<file path="config.mk">
export PLATFORM = sky130hd
export DESIGN_NAME = ghash_ctrl
export DESIGN_NICKNAME = d
export VERILOG_FILES = /design/src/rtl/ghash_ctrl.sv
export SDC_FILE = /design/constraint.sdc
export NUM_CORES = 1
export LEC_CHECK = 0
export CORE_AREA = 5 5 305 307
export DETAILED_ROUTE_END_ITERATION = 10
export DIE_AREA = 0 0 310 312
export PLACE_DENSITY = 0.66
export SYNTH_ARGS = -nofsm -noshare
export SYNTH_HDL_FRONTEND = slang
export SYNTH_SLANG_ARGS = --single-unit
</file>
<file path="constraint.sdc">
create_clock -name clk -period 3.1 [get_ports clk]
set_input_delay 0.775 -clock clk [delete_from_list [all_inputs] [get_ports clk]]
set_output_delay 0.775 -clock clk [all_outputs]
set_load 0.05 [all_outputs]
</file>
<file path="src/rtl/ghash_ctrl.sv">
// GHASH sequencer: feeds one shared bit-serial GF(2^128) multiplier block by block, then length block.
// Optional AAD/CT order checking is compiled in when GHASH_ORDER_CHK_EN is defined.
module ghash_ctrl #(
    parameter int unsigned LEN_W = 64
) (
    input  logic         clk,
    input  logic         reset_n,
    input  logic         init,
    input  logic [127:0] H_in,
    input  logic         blk_valid,
    output logic         blk_ready,
    input  logic [127:0] blk_data,
    input  logic         blk_type,
    input  logic [4:0]   blk_nbytes,
    input  logic         fin_req,
    output logic [127:0] tag_o,
    output logic         tag_valid,
    output logic         busy,
    output logic         err,
    output logic         mul_start,
    output logic [127:0] mul_H,
    output logic [127:0] mul_block,
    input  logic [127:0] mul_result,
    input  logic         mul_ready
);

    typedef enum logic [2:0] {StReady, StMulStart, StMulWait, StDone, StDrain} state_e;

    state_e           state_q;
    logic [127:0]     y_q, h_q, tag_q, mul_block_q;
    logic [LEN_W-1:0] len_aad_q, len_ct_q;
    logic             tag_valid_q, blk_ready_q, busy_q, mul_start_q, final_q, drain_wait_q;
    logic [7:0]       blk_bits;
    logic [127:0]     len_blk;
    logic             blk_accept, do_clear;

    assign blk_bits   = (blk_nbytes == 5'd0) ? 8'd128 : {blk_nbytes, 3'b000};
    assign len_blk    = {64'(len_aad_q), 64'(len_ct_q)};
    assign blk_accept = (state_q == StReady) && blk_ready_q && blk_valid && !init;
    // DRAIN clears once the in-flight product (if any) has been returned and dropped.
    assign do_clear   = (init && (state_q == StReady || state_q == StDone)) ||
                        (state_q == StDrain && (!drain_wait_q || mul_ready));

    always_ff @(posedge clk) begin
        if (!reset_n) begin
            state_q      <= StReady;
            y_q          <= '0;
            h_q          <= '0;
            tag_q        <= '0;
            mul_block_q  <= '0;
            len_aad_q    <= '0;
            len_ct_q     <= '0;
            tag_valid_q  <= 1'b0;
            blk_ready_q  <= 1'b0;
            busy_q       <= 1'b0;
            mul_start_q  <= 1'b0;
            final_q      <= 1'b0;
            drain_wait_q <= 1'b0;
        end else begin
            mul_start_q <= 1'b0;
            if (init) h_q <= H_in;
            case (state_q)
                StReady: begin
                    if (blk_accept) begin
                        mul_block_q <= y_q ^ blk_data;
                        if (blk_type) len_ct_q <= len_ct_q + LEN_W'(blk_bits);
                        else          len_aad_q <= len_aad_q + LEN_W'(blk_bits);
                        blk_ready_q <= 1'b0;
                        busy_q      <= 1'b1;
                        state_q     <= StMulStart;
                    end else if (!init && blk_ready_q && fin_req) begin
                        mul_block_q <= y_q ^ len_blk;
                        final_q     <= 1'b1;
                        blk_ready_q <= 1'b0;
                        busy_q      <= 1'b1;
                        state_q     <= StMulStart;
                    end else begin
                        blk_ready_q <= 1'b1;
                    end
                end
                StMulStart: begin
                    if (init) begin
                        drain_wait_q <= 1'b0;
                        state_q      <= StDrain;
                    end else begin
                        mul_start_q <= 1'b1;
                        state_q     <= StMulWait;
                    end
                end
                StMulWait: begin
                    if (init) begin
                        drain_wait_q <= !mul_ready;
                        state_q      <= StDrain;
                    end else if (mul_ready) begin
                        y_q    <= mul_result;
                        busy_q <= 1'b0;
                        if (final_q) begin
                            tag_q       <= mul_result;
                            tag_valid_q <= 1'b1;
                            state_q     <= StDone;
                        end else begin
                            blk_ready_q <= 1'b1;
                            state_q     <= StReady;
                        end
                    end
                end
                StDone, StDrain: begin
                end
                default: state_q <= StReady;
            endcase
            if (do_clear) begin
                y_q          <= '0;
                len_aad_q    <= '0;
                len_ct_q     <= '0;
                tag_valid_q  <= 1'b0;
                final_q      <= 1'b0;
                drain_wait_q <= 1'b0;
                blk_ready_q  <= 1'b1;
                busy_q       <= 1'b0;
                state_q      <= StReady;
            end
        end
    end

`ifdef GHASH_ORDER_CHK_EN
    logic err_q, ct_seen_q, aad_part_q;

    always_ff @(posedge clk) begin
        if (!reset_n || do_clear) begin
            err_q      <= 1'b0;
            ct_seen_q  <= 1'b0;
            aad_part_q <= 1'b0;
        end else if (blk_accept) begin
            if (!blk_type && (ct_seen_q || aad_part_q)) err_q <= 1'b1;
            if (blk_type) ct_seen_q <= 1'b1;
            else          aad_part_q <= (blk_nbytes != 5'd0) && (blk_nbytes != 5'd16);
        end
    end

    assign err = err_q;
`else
    assign err = 1'b0;
`endif

    assign blk_ready = blk_ready_q;
    assign tag_o     = tag_q;
    assign tag_valid = tag_valid_q;
    assign busy      = busy_q;
    assign mul_start = mul_start_q;
    assign mul_H     = h_q;
    assign mul_block = mul_block_q;

endmodule

</file>
==> results.py <==
metrics = {
    "place": {
        "io_buffers": 783,
        "gp_congestion": 0.817,
        "dp_hpwl_um": 74600,
    },
    "clock_tree": {
        "path_clk_slew_ns": 0.06,
        "holdBufCountCts": 0,
        "htree_levels": 3,
        "cts_tree": "built",
        "max-clock-path-buffers": 3,
        "clkLatencyLatePin_ns": 0.63,
        "cts_root_buffer": "clkbuf_16",
        "cts.sinks": 643,
        "cts_buffers": 76,
        "ctsResizeCount": 0,
        "postCtsSetupRepairBufs": 0,
    },
    "critical_path": {
        "reg2reg_from": "len_aad_q[3]",
        "critical_path_arrival_ns": 3.55,
        "critical_path.endpoint_type": "flop",
        "reg2reg_depth": 9,
        "critPathLaunchType": "primary input",
        "slowest_delay_ns": 0.47,
        "cp_cell_sequence": "clkdlybuf4s50_1 > buf_4 > ha_1 > fa_1 > maj3_1 > or3_1 > nand4_1 > buf_12 > buf_4 > o31ai_1 > a21oi_1",
        "crit_start": "blk_nbytes[0]",
        "cp_top_family": "adder cells",
        "cpMostUsedCell": "buf_4",
        "crit_type": "primary input to flop",
        "path_max_fanout": 28,
        "cp_slowest_cell": "clkdlybuf4s50_1",
        "r2r-end": "len_aad_q[55]",
        "ff2ff_setup_slack_ns": 0.51,
        "path_buf_inv": 4,
        "worstPathRequired_ns": 3.65,
    },
    "global_route": {
        "antenna_found_initial": 16,
        "grt_start_max_net_pins": 137,
        "grt_pass1_wl_um": 149000,
        "grt_util_all_layers_pct": 19.7,
        "grt_pass1_vias": 23600,
        "grt_overflow": 0,
    },
    "logic_synthesis": {
        "synth_cells": 2940,
        "synth_flop_cell": "dfxtp_1",
        "synth-edff-count": 0,
        "synth_cell_type_count": 62,
        "synth_nets": 3346,
        "synth_area_um2": 26900,
        "async_flop_share_pct": 0,
        "synth.ff_latch_count": 643,
        "synth_area_per_cell_um2": 9.16,
        "synth-seq-area-share_pct": 47.8,
        "yosysWarnings": 0,
    },
    "floorplanning": {
        "core_um2": 89700,
        "ios": 785,
        "floorplan.rows": 110,
        "initial_core_util_pct": 30.0,
        "die_area_um2": 96700,
        "die_y_um": 312,
        "fp.dieW_um": 310,
    },
    "sta": {
        "finalCriticalPeriod_ns": 2.99,
        "setup_viol": 0,
        "tightest_slew_ns": 1.03,
        "final_hold_viol_count": 0,
        "rsz0062_at_grt": "false",
        "fin_skew_ns": 0.0215,
        "finalCritPeriodShare_pct": 96.6,
        "slew_viol_final": 0,
        "fmax_ghz": 0.334,
        "relSlewSlack_pct": 31.2,
    },
    "routing": {
        "dr_wl_met2_um": 51100,
        "via_count": 24300,
        "routed_wl_um": 101000,
        "antenna_left": 0,
        "post_drt_wl_per_cell_um": 20.3,
        "vias_per_cell": 4.90,
        "met3_length_um": 6590,
        "wl_met1_um": 40800,
        "drc_errors": 0,
        "drtIter0Drc": 1419,
        "top_layer": "met5",
        "first_pass_iters": 7,
    },
    "flow_run": {
        "max-cap-violations": 0,
    },
    "layout": {
        "fin_nets": 4124,
        "post-route-util_pct": 43.8,
        "drive_gt1_share_pct": 7.31,
        "area.growth.synth_to_final_pct": 46.0,
    },
    "outcome": {
        "status": "complete, no violations",
    },
    "power_and_ir_drop": {
        "p_per_area_nw_per_um2": 506,
        "ir_drop_v": 0.000520,
        "p_leak_nw": 14.2,
        "power.total_mw": 19.9,
    },
    "min_path": {
        "min_path_type": "flop to flop",
        "min_path_cells": 2,
        "hp-start": "tag_o[25]",
        "worstHoldEndpoint": "tag_o[25]",
    },
}
## worst max path at each step
| stage | to | depth (start not counted) | slack [ns] |
|---|---|---|---|
| global placement | len_aad_q[38] | 9 | -0.59 |
| detailed placement | len_aad_q[38] | 9 | -0.63 |
| finish | len_aad_q[55] | 11 | 0.11 |
| global route | len_aad_q[55] | 11 | 0.004 |
| floorplan | len_aad_q[31] | 10 | 0.02 |
| CTS | len_aad_q[38] | 9 | 0.01 |
## power breakdown
part / switching (mW) / internal, mW / leakage (nW) / total (mW)
clock network: 3.74 / 5.61 / 1.29 / 9.35
registers: 0.0725 / 8.39 / 5.21 / 8.46
logic: 1.13 / 0.978 / 7.67 / 2.11
total: 4.95 / 15.0 / 14.2 / 19.9
## through the flow
| step | area, um2 | hold slack [ns] | setup TNS (ns) | setup slack [ns] | cells |
|---|---|---|---|---|---|
| 6_report | 39300 | 0.462 | 0 | 0.106 | 4965 |
| 5_1_grt | 39300 | 0.482 | 0 | 0.00363 | 4960 |
| 4_1_cts | 39300 | 0.465 | 0 | 0.0141 | 4954 |
| 3_5_place_dp | 36700 | 0.457 | -36.80 | -0.627 | 4816 |
| 3_3_place_gp | 36700 | 0.449 | -32.70 | -0.594 | 4816 |
| 2_1_floorplan | 26900 | 0.442 | 0 | 0.0222 | 2940 |
## Yosys cell counts, types with 9 or more instances
library cell    n  share of area, %
or3_1          20              0.46
nand2_1       592               8.2
or4_1          63               1.8
buf_1          22              0.31
inv_1          24              0.33
nand3_1        38              0.71
dfxtp_1       643                48
o31ai_1        57               1.6
mux2i_1       259               9.6
nor4_1         18              0.42
nand2b_1        9              0.21
o21ai_0        28              0.52
a21boi_0      128               3.6
and3_1         10              0.23
nor2_1         49              0.68
nor2b_1       139               3.2
nor3_1         16              0.30
nand4_1        46               1.1
a22o_1        122               4.0
buf_2          11              0.20
xnor2_1       141               4.6
a21oi_1       220               4.1
clkbuf_1      172               2.4
## placed cells by master (no fill, tap or decap), types with 106 or more instances in the layout
cell type / instances
clkdlybuf4s50_1: 780
nor2b_1: 138
dfxtp_1: 643
a21boi_0: 128
nand2_1: 590
a21oi_1: 220
buf_4: 106
mux2i_1: 259
xnor2_1: 141
a22o_1: 122
## cells by family (layout without fill, tap and decap cells)
kind of cell	count (synthesis)	count (layout)	synth area share (%)
other	1	12	0.0139
buffers and inverters	234	1072	3.44
AO/OA/AOI/OAI	604	604	15.2
AND/OR/NAND/NOR	1036	1036	18.4
adder cells (fa/ha/maj)	14	14	0.669
multiplexers	259	259	9.62
flip-flops	643	643	47.8
XOR/XNOR	149	149	4.84
## per-layer routing
layer / track usage, % / vias up
met4: 5.12 / 10
met2: 35.3 / 709
met3: 4.85 / 136
li1: - / 11800
met1: 23.7 / 11600
met5: 0 / -
## registers in the layout, indices dropped and copies added, names as in the netlist, 3 cells and up
register and cells:
mul_block 128, len_aad_q 61, tag_o 128, y_q 128
len_ct_q 61, state_q 3, mul_H 128
## cell type report
type,instances,area (um2)
fill,8675,50400
multi-input combinational,2063,13200
sequential,643,12900
timing repair buffer,910,9060
clock buffer,105,2210
tap,1176,1470
clock inverter,33,399
inverter,24,90.1
antenna,11,27.5
## worst register-to-register path: stages, from the launching register on
cell,delay [ns]
dfxtp_1,0.37
ha_1,0.25
fa_1,0.41
maj3_1,0.39
or3_1,0.39
nand4_1,0.17
buf_12,0.18
buf_4,0.16
o31ai_1,0.07
a21oi_1,0.13
(Power assumes the default switching activity.)
